[src/rtl/ef_bus_arbiter.sv]
// ef_bus_arbiter: round-robin sharing of the Flash/Ethernet external bus with programmable strobe timing
`timescale 1ns/1ps
module ef_bus_arbiter #(
    parameter int AW        = 26,
    parameter int DW        = 32,
    parameter int FL_SETUP  = 2,
    parameter int FL_ACCESS = 4,
    parameter int FL_HOLD   = 1,
    parameter int EN_SETUP  = 1,
    parameter int EN_ACCESS = 3,
    parameter int EN_HOLD   = 1,
    parameter int TURN      = 1
) (
    input  logic          clk,
    input  logic          rst,
    input  logic          fl_req,
    input  logic          fl_we,
    input  logic [AW-1:0] fl_addr,
    input  logic [DW-1:0] fl_wdata,
    output logic [DW-1:0] fl_rdata,
    output logic          fl_ack,
    input  logic          en_req,
    input  logic          en_we,
    input  logic [3:0]    en_be,
    input  logic [AW-1:0] en_addr,
    input  logic [DW-1:0] en_wdata,
    output logic [DW-1:0] en_rdata,
    output logic          en_ack,
    output logic [AW-1:0] ef_a,
    output logic [DW-1:0] ef_d_o,
    output logic          ef_d_oe,
    input  logic [DW-1:0] ef_d_i,
    output logic          flash_ce_n,
    output logic          flash_oe_n,
    output logic          flash_we_n,
    output logic          enet_rd_n,
    output logic          enet_wr_n,
    output logic [3:0]    enet_be_n
);
    typedef enum logic [2:0] {ST_IDLE, ST_TURN, ST_SETUP, ST_ACCESS, ST_HOLD} state_t;
    typedef enum logic [1:0] {DEV_NONE, DEV_FL, DEV_EN} dev_t;
    localparam logic [3:0] FS = 4'(FL_SETUP - 1);
    localparam logic [3:0] FA = 4'(FL_ACCESS - 1);
    localparam logic [3:0] FH = 4'(FL_HOLD - 1);
    localparam logic [3:0] ES = 4'(EN_SETUP - 1);
    localparam logic [3:0] EA = 4'(EN_ACCESS - 1);
    localparam logic [3:0] EH = 4'(EN_HOLD - 1);
    localparam logic [3:0] TL = 4'(TURN - 1);
    localparam bit HAS_TURN = TURN > 0;
    state_t state, state_d;
    dev_t last_dev, last_dev_d;
    logic [3:0] cnt, cnt_d, be_q, be_d;
    logic gnt, gnt_d, rr_pri, rr_pri_d, we_q, we_d, cap, done, bus, stb;
    logic [AW-1:0] addr_q, addr_d;
    logic [DW-1:0] wdata_q, wdata_d;
    // a port that is being acked this cycle is not yet making a new request
    logic fl_elig, en_elig, pick_en, turn;
    assign fl_elig = fl_req & ~fl_ack;
    assign en_elig = en_req & ~en_ack;
    assign pick_en = en_elig & (~fl_elig | rr_pri);
    assign turn = HAS_TURN && ((last_dev == DEV_FL && pick_en) || (last_dev == DEV_EN && !pick_en));
    assign bus = state_d == ST_SETUP || state_d == ST_ACCESS || state_d == ST_HOLD;
    assign stb = state_d == ST_ACCESS;
    // next-state, grant latching and phase counter reloads
    always_comb begin
        state_d = state;
        cnt_d = cnt - 4'd1;
        gnt_d = gnt;
        rr_pri_d = rr_pri;
        last_dev_d = last_dev;
        we_d = we_q;
        addr_d = addr_q;
        be_d = be_q;
        wdata_d = wdata_q;
        cap = 1'b0;
        done = 1'b0;
        unique case (state)
            ST_IDLE: if (fl_elig | en_elig) begin
                gnt_d = pick_en;
                rr_pri_d = (fl_elig & en_elig) ? ~rr_pri : rr_pri;
                we_d = pick_en ? en_we : fl_we;
                addr_d = pick_en ? en_addr : fl_addr;
                be_d = pick_en ? en_be : 4'hF;
                wdata_d = pick_en ? en_wdata : fl_wdata;
                state_d = turn ? ST_TURN : ST_SETUP;
                cnt_d = turn ? TL : (pick_en ? ES : FS);
            end
            ST_TURN: if (cnt == 4'd0) begin
                state_d = ST_SETUP;
                cnt_d = gnt ? ES : FS;
            end
            ST_SETUP: if (cnt == 4'd0) begin
                state_d = ST_ACCESS;
                cnt_d = gnt ? EA : FA;
            end
            ST_ACCESS: if (cnt == 4'd0) begin
                state_d = ST_HOLD;
                cnt_d = gnt ? EH : FH;
                cap = ~we_q;
            end
            ST_HOLD: if (cnt == 4'd0) begin
                state_d = ST_IDLE;
                done = 1'b1;
                last_dev_d = gnt ? DEV_EN : DEV_FL;
            end
            default: state_d = ST_IDLE;
        endcase
    end
    // state plus every pad/port output registered from the next-state decode
    always_ff @(posedge clk or posedge rst) begin
        if (rst) begin
            state <= ST_IDLE;
            cnt <= 4'd0;
            gnt <= 1'b0;
            rr_pri <= 1'b0;
            last_dev <= DEV_NONE;
            we_q <= 1'b0;
            addr_q <= '0;
            be_q <= 4'hF;
            wdata_q <= '0;
            fl_rdata <= '0;
            en_rdata <= '0;
            fl_ack <= 1'b0;
            en_ack <= 1'b0;
            ef_a <= '0;
            ef_d_o <= '0;
            ef_d_oe <= 1'b0;
            flash_ce_n <= 1'b1;
            flash_oe_n <= 1'b1;
            flash_we_n <= 1'b1;
            enet_rd_n <= 1'b1;
            enet_wr_n <= 1'b1;
            enet_be_n <= 4'hF;
        end else begin
            state <= state_d;
            cnt <= cnt_d;
            gnt <= gnt_d;
            rr_pri <= rr_pri_d;
            last_dev <= last_dev_d;
            we_q <= we_d;
            addr_q <= addr_d;
            be_q <= be_d;
            wdata_q <= wdata_d;
            fl_rdata <= (cap & ~gnt) ? ef_d_i : fl_rdata;
            en_rdata <= (cap & gnt) ? ef_d_i : en_rdata;
            fl_ack <= done & ~gnt;
            en_ack <= done & gnt;
            ef_a <= bus ? addr_d : ef_a;
            ef_d_o <= (bus & we_d) ? wdata_d : ef_d_o;
            ef_d_oe <= bus & we_d;
            flash_ce_n <= ~(bus & ~gnt_d);
            flash_oe_n <= ~(stb & ~gnt_d & ~we_d);
            flash_we_n <= ~(stb & ~gnt_d & we_d);
            enet_rd_n <= ~(stb & gnt_d & ~we_d);
            enet_wr_n <= ~(stb & gnt_d & we_d);
            enet_be_n <= (bus & gnt_d) ? ~be_d : 4'hF;
        end
    end
endmodule

[config.mk]
export PLATFORM = sky130hd
export DESIGN_NAME = ef_bus_arbiter
export DESIGN_NICKNAME = d
export VERILOG_FILES = /design/src/rtl/ef_bus_arbiter.sv
export SDC_FILE = /design/constraint.sdc
export NUM_CORES = 1
export LEC_CHECK = 0
export BUFFER_PORTS_ARGS = -buffer_cell sky130_fd_sc_hd__buf_2
export CAP_MARGIN = 40
export CELL_PAD_IN_SITES_DETAIL_PLACEMENT = 1
export CELL_PAD_IN_SITES_GLOBAL_PLACEMENT = 2
export CORE_ASPECT_RATIO = 1.25
export CORE_MARGIN = 1
export CORE_UTILIZATION = 28
export CTS_CLUSTER_SIZE = 24
export DETAILED_ROUTE_END_ITERATION = 10
export MAX_ROUTING_LAYER = met4
export PLACE_DENSITY = 0.74
export SLEW_MARGIN = 25
export SYNTH_ARGS = -nofsm -noshare
export SYNTH_HDL_FRONTEND = slang
export SYNTH_SLANG_ARGS = --single-unit
[constraint.sdc]
create_clock -name clk -period 5.88 [get_ports clk]
set_input_delay 0.294 -clock clk [delete_from_list [all_inputs] [get_ports clk]]
set_output_delay 0.294 -clock clk [all_outputs]
set_load 0.01 [all_outputs]
==> metrics, run 1 <==
Synth cell types 44; Worst-path clk slew 0.06 ns; die width 157.0 um; CTS Buf Count 23; die area slightly above 30,000 sq um; fin. max-slew vios 0; instance count of the mapped netlist 699; Synth warnings 0; Hold Crit Class in -> reg; IO buf count 291; footprint of the multi-input gates 2982 sq um; CP arrival 3.49 ns; status completed; xor-xnor portion of the synthesized cell area 0.004167; most frequent cells in the layout buf_2, dfrtp_1, nand2_1, mux2_2, nor2_1; largest family of logic cells by synthesized area multiplexers; leak pwr 5.139 nW; die height 195.7 um; layout cells sized above 1 0.4554; RSZ-0062 raised after global routing false; period utilization 0.5285; final routed DRC violation total 0; later-pin clock latency in the skew report 0.51 ns; most common cell after layout, fill and taps aside buf_2; largest net degree at the start of global routing 180; CTS sink cnt about 210; Bufs on Longest Clock Path 3; Final Hold Vio Count 0; Post-CTS Setup Inserts 0; Area Growth Syn to Fin 31.32%; FILL cells 3,365; Final Skew 0.01320 ns; Rows 70; mapped cell area approximately 8400 sq um; synthesized area per cell 12.03 sq um; Final TNS setup 0 ns; synth top area cells dfrtp_1, mux2_2, nand2_1; simple-gate share of the synthesized area 0.1080; Post-synth EDFFs 0; RD Place Congestion 0.7267; core area between 20,000 and 30,000 sq um; Worst Max-Slew Pin Slew 0.7456 ns; Most used DFF post-synth dfrtp_1; crit path kind reg -> reg; mux cell area share after synthesis 0.1647; Yosys top cell area share 0.5804; Min Clock Period, post-route 3.108 ns; first drt pass iteration count 4; starting density of the core 0.2857; DR vias 6,433; Synth Area in Compound Gates 0.07411; DRT iter0 DRCs 212; initial antenna violation count 0; first-pass GRT wire length 38.13 mm; DP HPWL 16.64 mm; Crit Path Max Fanout 63; reg2reg path depth 6; final WL 24.04 mm; fmax 0.3218 GHz; CP Launch Type flip-flop; biggest area consumer among synthesized cells dfrtp_1; GR Util All Layers 0.1627; Synthesized Nets 858; number of global-route vias before repair between 6,000 and 7,000; WHS Path Cells 2; worst rel slew slack 0.5030; share of flip-flops with an asynchronous set or reset 1.000; vias per cell 4.618; Sequential Area 5221 sq um; WL per Instance 17.26 um; FF+latch count, synth 208; Seq/Total Area, Yosys 0.6210; ANT nets after route 0; htree depth 1; diode count 0; Crit. End Element flip-flop; setup violators final 0; total power 0.006142 W; CTS root buf clkbuf_16; Layout Nets about 1,100; grt ovf 0; maxcap violations 0; Peak VDD IR 0.2540 mV; CTS tree done; Post-Synth Adder-Cell Area 0.001488; # IOs 292; Worst EP required 6.26 ns; Cell Pwr Density approximately 560 nW/um^2
==> kinds of logic (layout without fill, tap and decap cells) <==
kind of cell | after synthesis | in the layout
and+or+nand+nor | 221 | 221
DFF | 208 | 208
muxes | 123 | 123
AOI/OAI and AO/OA | 92 | 92
buffers and inverters | 50 | 348
xor gates and xnor gates | 4 | 4
adders and majority gates | 1 | 1
==> power breakdown <==
part / switching [W] / leakage [nW] / internal, W / total, W
combinational: 0.00121 / 2.36 / 0.00107 / 0.00228
sequential: 0.000314 / 2.41 / 0.00216 / 0.00248
clock: 0.000567 / 0.362 / 0.000821 / 0.00139
==> cells in the mapped netlist (2+ instances only) <==
cell type,count
buf_4,3
and2_1,2
o21ai_0,5
nand2_1,122
dfstp_2,13
a31oi_1,58
nand3_1,4
a21oi_1,6
buf_2,18
dfrtp_1,195
or3_1,2
inv_1,4
a211oi_1,2
nor2b_1,2
xnor2_1,3
mux2_1,30
nand2b_1,3
nor2_1,69
o22a_1,4
a21o_1,3
a32oi_1,4
nand3b_1,2
mux2_2,93
or2_2,5
nor3b_1,4
clkbuf_1,18
nor3_1,3
buf_1,6
==> per-stage QoR <==
| stage | cell area (sq um) | hold WS [ns] | setup WS, ns | std cells | util |
|---|---|---|---|---|---|
| floorplan | 8412 | 0.4217 | 2.896 | 699 | - |
| global placement | 10260 | 0.4478 | 2.869 | 1350 | 0.3487 |
| detailed placement | 10260 | 0.4449 | 2.745 | 1350 | 0.3487 |
| CTS | 11010 | 0.002025 | 2.739 | 1392 | 0.3743 |
| global route | 11040 | 0.01102 | 2.541 | 1393 | 0.3752 |
| finish | 11040 | 0.02691 | 2.772 | 1393 | 0.3752 |
==> state kept, by name (all words and copies together), names as in the netlist, 2 cells and up <==
signal     count
ef_d_o        32
en_rdata      32
fl_rdata      32
wdata_q       32
addr_q        26
ef_a          26
be_q           4
cnt            4
enet_be_n      4
state          3
last_dev       2
==> routing by layer <==
| layer | part of all wire | routed length, um | GRT usage |
|---|---|---|---|
| met1 | 0.40 | 9671 | 0.1930 |
| met2 | 0.52 | 12490 | 0.2818 |
| met3 | 0.056 | 1340 | 0.02761 |
| met4 | 0.022 | 539 | 0.04503 |
| met5 | 0 | 0 | - |
==> final cells by class <==
class                      count  share of cell area
sequential                   208              0.4729
multi-input combinational    441              0.2700
timing repair buffer         305              0.1450
tap                          396             0.04487
inverter                       4            0.001700
clock buffer                  32             0.05972
clock inverter                 7            0.005779
==> worst max-delay path: stages (launching register included) <==
cell	delay, ns
dfrtp_1	0.49
or3_1	0.53
a21oi_4	0.17
buf_4	0.53
buf_4	0.61
a31oi_1	0.21
mux2_1	0.34
==> worst paths after layout <==
kind / start / endpoint / slack (ns)
worst max-delay path: state[2]$_DFF_PP0_ / ef_d_o[24]$_DFFE_PP0P_ / 2.77
worst min-delay path: en_be[0] / be_q[0]$_DFF_PP1_ / 0.03
worst max register to register: state[2]$_DFF_PP0_ / ef_d_o[24]$_DFFE_PP0P_ / 2.77
worst min register to register: fl_rdata[26]$_DFFE_PP0P_ / fl_rdata[26]$_DFFE_PP0P_ / 0.48
max in group asynchronous: rst / be_q[2]$_DFF_PP1_ / 4.05
min in group asynchronous: rst / en_rdata[20]$_DFFE_PP0P_ / 0.46
==> repair_timing <==
| action | in CTS | in global routing |
|---|---|---|
| hold endpoints to repair | 31 | 0 |
| resized for setup | 0 | 0 |
| hold buffers | 3 | 0 |
No activity file was read; power rests on OpenSTA's default activity.
==> run 2: changes to the inputs <==
ABC_AREA = 1   (was default)
CORE_UTILIZATION = 29   (was 28)
PLACE_DENSITY = 0.78   (was 0.74)
clock period = 3.08 ns   (was 5.88 ns; I/O delays follow)
==> run 2 against run 1 <==
  * Worst hold slack worse by 0.018 ns
  * Largest cell class unchanged
  * Critical path type unchanged
  * Routed wire length is 20% higher
  * Global-route usage is 2.6 points higher
  * Die area is 3.2% higher
==> metrics, run 2 <==
WHS Path Cells 4; Post-synth EDFFs 0; layout cells sized above 1 0.2886; IO buf count 291; setup violators final 0; net load switching power 0.005450 W; combinational power share 0.442; RSZ-0062 raised after global routing false; hold worst-path end wdata_q[3]$_DFF_PP0_; share of flip-flops with an asynchronous set or reset 1.000; RD Place Congestion between 0.7 and 0.8; slowest CP cell dlygate4sd3_1; Seq/Total Area, Yosys 0.5808; Seq pwr share 0.345; first drt pass iteration count 4; Cell Pwr Density between 1000 and 1500 nW/um^2; FF+latch count, synth roughly 210; DP HPWL around 19 mm; DR vias 8,126; Final Skew between 0.01 and 0.015 ns; biggest area consumer among synthesized cells dfrtp_1; number of global-route vias before repair around 8,900; crit path kind reg -> reg; crit-path cells inv_2 > nand2_2 > nor2_4 > nand2_4 > inv_2 > buf_4 > nand3_1 > dlygate4sd3_1 > nand2_1 > nand3_1 > nand2_1; Most used DFF post-synth dfrtp_1; placed instance count 1,668; leak pwr 6.695 nW; Non-Filler Instances 1,828; instance count of the mapped netlist 1,009; Bufs on Longest Clock Path 3; CTS resizes 0; core area 30,290 sq um; first-pass GRT wire length 46.71 mm; Layout Nets 1,567; largest net degree at the start of global routing 65; htree depth 1; final routed DRC violation total 0; Crit. End Element flip-flop; status completed; # IOs 292; grt ovf 0; CP Launch Type flip-flop; Yosys top cell area share 0.5428; Synth cell types 33; Min Clock Period, post-route 2.381 ns; clock network power share 0.213; final WL 28.95 mm; Area Growth Syn to Fin 42.41%; maxcap violations 0; Worst-path clk slew approximately 0.06 ns; later-pin clock latency in the skew report a little over 0.5 ns; Worst Max-Slew Pin Slew between 0.7 and 0.8 ns; most common cell after layout, fill and taps aside nand2_1; WL per Instance 15.84 um; worst rel slew slack 0.5021; Peak VDD IR ~0.44 mV; Hold Startpoint en_wdata[3]; synth top area cells dfrtp_1, nand2_1, inv_1; worst reg2reg startpoint state[0]$_DFF_PP0_; most frequent cells after synthesis nand2_1, dfrtp_1, inv_1, nand3_1, o21ai_0; GR Util All Layers 0.1888; reg2reg path depth 11; Net Sw Frac 0.3976; design area 12,800 sq um; Rows 71; fin. max-slew vios 0; CTS tree done; CTS root buf clkbuf_16; Synthesized Nets 1,168; mapped cell area 8990 sq um; die height 198.9 um; synthesized area per cell 8.910 sq um; Hold Crit Class in -> reg; die area ~32,000 sq um; CTS Buf Count 23; CP arrival 2.82 ns; Final Hold Vio Count 0; ANT nets after route 0; die width approximately 160 um; Crit Path Max Fanout 33; most frequent cells in the layout nand2_1, buf_2, dfrtp_1, dlygate4sd3_1, inv_1; vias per cell approximately 4.4; DRT iter0 DRCs 254; Placed Area 10,820 sq um; period utilization 0.7730; FILL cells 3,592; most common cell in the netlist nand2_1; Synth warnings 0; internal power 0.008259 W; Final TNS setup 0 ns; initial antenna violation count 3; footprint of the multi-input gates 2994 sq um; Worst EP required 3.52 ns; Sequential Area 5221 sq um; FF-to-FF setup slack between 0.6 and 0.7 ns; final hold slack 0.009235 ns; CTS sink cnt roughly 210; CP peak stage delay 0.58 ns; fmax 0.4200 GHz; starting density of the core 0.2968; Reg2Reg Capture Point ef_d_o[0]$_DFFE_PP0P_
==> run 2: cell count changes after synthesis, sizes merged, moves of 5 or more <==
| cell | previous run | this run |
|---|---|---|
| a21oi | 7 | 56 |
| nand3b | 2 | 33 |
| inv | 4 | 115 |
| mux2 | 123 | 0 |
| a31oi | 58 | 0 |
| nand2 | 122 | 320 |
| nand3 | 4 | 72 |
| buf | 27 | 38 |
| o21ai | 5 | 96 |
| or2 | 5 | 0 |
| nor2 | 69 | 39 |
==> run 2: logic make-up (layout without fill, tap and decap cells) <==
kind of cell	after synthesis	after routing	synth area share
AOI/OAI and AO/OA	156	156	0.09868
xor gates and xnor gates	3	3	0.002923
other	0	3	0
DFF	208	208	0.5808
adders and majority gates	1	1	0.001392
and+or+nand+nor	471	471	0.2301
buffers and inverters	170	585	0.08615
==> run 2: worst max path at each step <==
stage	from	endpoint	slack (ns)	cells past startpoint
after CTS	state[0]$_DFF_PP0_	ef_d_o[4]$_DFFE_PP0P_	0.65	11
after detailed placement	cnt[0]$_DFF_PP0_	ef_d_o[8]$_DFFE_PP0P_	0.83	11
final	state[0]$_DFF_PP0_	ef_d_o[0]$_DFFE_PP0P_	0.70	11
after floorplan	rst	addr_q[0]$_DFF_PP0_	0.24	1
after global routing	state[0]$_DFF_PP0_	ef_d_o[0]$_DFFE_PP0P_	0.48	11
after global placement	cnt[0]$_DFF_PP0_	ef_d_o[29]$_DFFE_PP0P_	0.92	11
==> run 2: repair_timing <==
item	4_1_cts	5_1_grt
setup buffers	0	0
hold buffers	116	0
endpoints found under the hold margin	209	0
==> run 2: per-layer routing <==
layer | track usage | part of all wire | wire length [um]
met5 | - | 0 | 0
met4 | 0.04452 | 0.018 | 524
met3 | 0.04858 | 0.068 | 1955
met2 | 0.3194 | 0.49 | 14090
met1 | 0.2246 | 0.43 | 12370
==> run 2: power by group through the flow <==
stage / clock network [W] / logic, W / registers [W]
floorplan: 0 / 0.00348 / 0.00507
global placement: 0 / 0.00553 / 0.00473
detailed placement: 0 / 0.00567 / 0.00476
CTS: 0.00304 / 0.00617 / 0.00474
global route: 0.00312 / 0.00686 / 0.00489
finish: 0.00293 / 0.00606 / 0.00473
==> run 2: metrics by stage <==
step             util  power, W  setup WS [ns]
2_1_floorplan       -  0.008553         0.2364
3_3_place_gp   0.3567   0.01025         0.9230
3_5_place_dp   0.3573   0.01044         0.8264
4_1_cts        0.4224   0.01394         0.6492
5_1_grt        0.4226   0.01488         0.4755
6_report       0.4226   0.01371         0.6993
==> run 2: layout make-up <==
type                            count  area share
Antenna cell                        3   0.0005864
Clock buffer                       35     0.05473
Clock inverter                      6    0.008503
Inverter                          115     0.03401
Multi-Input combinational cell    631      0.2339
Sequential cell                   208      0.4078
Tap cell                          401     0.03919
Timing Repair Buffer              429      0.2213
==> run 2: critical path: cells and delay by family, from the launching register on <==
family | cells | cell delay (ns)
buffers and inverters | 4 | 1.25
and+or+nand+nor | 7 | 0.59
DFF | 1 | 0.46
==> run 3: changes to the inputs <==
clock period = 2.4 ns   (was 3.08 ns; I/O delays follow)
==> run 3 against run 2 <==
  * The flow now finishes with violations (negative hold slack)
  * Non-clock buffer count increased by 17
  * Power increased by 32%
  * Final cell count increased by 1.2%
  * Register-to-register slack got worse by 0.51 ns
  * Die area unchanged
  * Largest cell class unchanged
==> metrics, run 3 (synthesis gave the netlist of run 2 again) <==
leak pwr between 6 and 7 nW; RD Place Congestion 0.7823; die area 31,710 sq um; DR vias slightly above 8,000; Worst Max-Slew Pin Slew 0.5582 ns; largest net degree at the start of global routing 97; Placed Area roughly 11,000 sq um; Layout Utilization 0.4312; Cell Pwr Density between 1000 and 1500 nW/um^2; CP Launch Type flip-flop; RSZ-0062 raised after global routing false; DP HPWL 18.97 mm; Bufs on Longest Clock Path 3; final WL 28.89 mm; Peak VDD IR 1.119 mV; htree depth 1; period utilization 0.9192; die width around 160 um; fin. max-slew vios 0; # IOs 292; most common cell after layout, fill and taps aside nand2_1; CTS sink cnt 208; maxcap violations 0; Crit Path Max Fanout 25; Worst EP required 2.85 ns; vias per cell 4.471; design area 13,060 sq um; Rows 71; failing checks negative hold slack; Crit. End Element flip-flop; GR Util All Layers 0.1869; number of global-route vias before repair approximately 9,000; status finished, violations left; Final Hold Vio Count 1; CP arrival 2.66 ns; Min Clock Period, post-route approximately 2.2 ns; Non-Filler Instances roughly 1,900; CTS tree done; Worst-path clk slew 0.06 ns; Post-CTS Setup Inserts 0; later-pin clock latency in the skew report 0.52 ns; FILL cells 3,573; Hold Crit Class in -> reg; Area Growth Syn to Fin 45.30%; starting density of the core 0.2968; die height 198.9 um; Layout Nets 1,585; WL per Instance 15.62 um; IO buf count 291; fmax between 0.4 and 0.5 GHz; most frequent cells in the layout nand2_1, buf_2, dfrtp_1, dlygate4sd3_1, inv_1; DRT iter0 DRCs 241; setup violators final 0; core area 30,290 sq um; CTS Buf Count 24; final routed DRC violation total 0; final hold slack -0.004065 ns; first-pass GRT wire length 46.55 mm; Final Skew 0.01597 ns; initial antenna violation count 5; worst rel slew slack 0.6279; first drt pass iteration count 5; grt ovf 0; CTS root buf clkbuf_16; crit path kind reg -> reg; layout cells sized above 1 0.2860; ANT nets after route 0; placed instance count 1,664
==> run 3: cell type report <==
class / count / area, sq um / area share
Tap cell: 401 / 501.7 / 0.03841
Sequential cell: 208 / 5223 / 0.3998
Multi-Input combinational cell: 631 / 2994 / 0.2292
Clock buffer: 34 / 729.5 / 0.05584
Antenna cell: 5 / 12.51 / 0.0009579
Timing Repair Buffer: 446 / 3073 / 0.2352
Inverter: 115 / 445.4 / 0.03410
Clock inverter: 10 / 83.83 / 0.006418
==> run 3: metrics by stage <==
step / TNS (ns) / setup WS (ns) / power, W / hold slack, ns
2_1_floorplan: -79.88 / -0.4096 / 0.01098 / 0.2672
3_3_place_gp: 0 / 0.4673 / 0.01325 / 0.06346
3_5_place_dp: 0 / 0.4045 / 0.01348 / 0.06505
4_1_cts: 0 / 0.02960 / 0.01824 / 0.0006369
5_1_grt: 0 / 0.009793 / 0.01955 / 0.008590
6_report: 0 / 0.1939 / 0.01805 / -0.004065
==> run 3: power breakdown <==
part / internal, W / leakage (nW) / switching (W)
sequential: 0.00529 / 2.41 / 0.000784
combinational: 0.00334 / 4.00 / 0.00491
clock: 0.00222 / 0.403 / 0.00150
==> run 3: path summary, 6_finish.rpt <==
check	cells after the start	startpoint	end	slack (ns)
setup / recovery	9	en_ack$_DFF_PP0_	wdata_q[13]$_DFF_PP0_	0.19
hold / removal	5	fl_wdata[10]	wdata_q[10]$_DFF_PP0_	-0.004
setup reg to reg	9	en_ack$_DFF_PP0_	wdata_q[13]$_DFF_PP0_	0.19
hold reg to reg	2	ef_d_o[27]$_DFFE_PP0P_	ef_d_o[27]$_DFFE_PP0P_	0.46
max in group asynchronous	4	rst	rr_pri$_DFFE_PP0P_	1.52
min in group asynchronous	3	rst	ef_a[21]$_DFFE_PP0P_	0.09
==> run 3: timing repair <==
| item | 4_1_cts | 5_1_grt |
|---|---|---|
| hold buffers | 137 | 0 |
| resized for setup | 0 | 12 |
| endpoints found under the hold margin | 342 | 0 |
| setup endpoints to repair | 0 | 47 |
==> run 3: metal layers <==
layer | global-route usage | vias to the layer above | wire length (um)
met5 | - | - | 0
met1 | 0.2187 | 3998 | 12340
met2 | 0.3233 | 219 | 14300
met3 | 0.04191 | 36 | 1695
met4 | 0.04879 | 0 | 556
li1 | - | 4019 | -
==> run 3: critical path, cell delays in order (launching register included) <==
cell	delay, ns
dfrtp_1	0.38
inv_1	0.06
nand2_1	0.11
nand2_1	0.16
nand2_4	0.16
inv_8	0.14
buf_4	0.29
nand3_1	0.15
nand2_1	0.12
dlygate4sd3_1	0.56
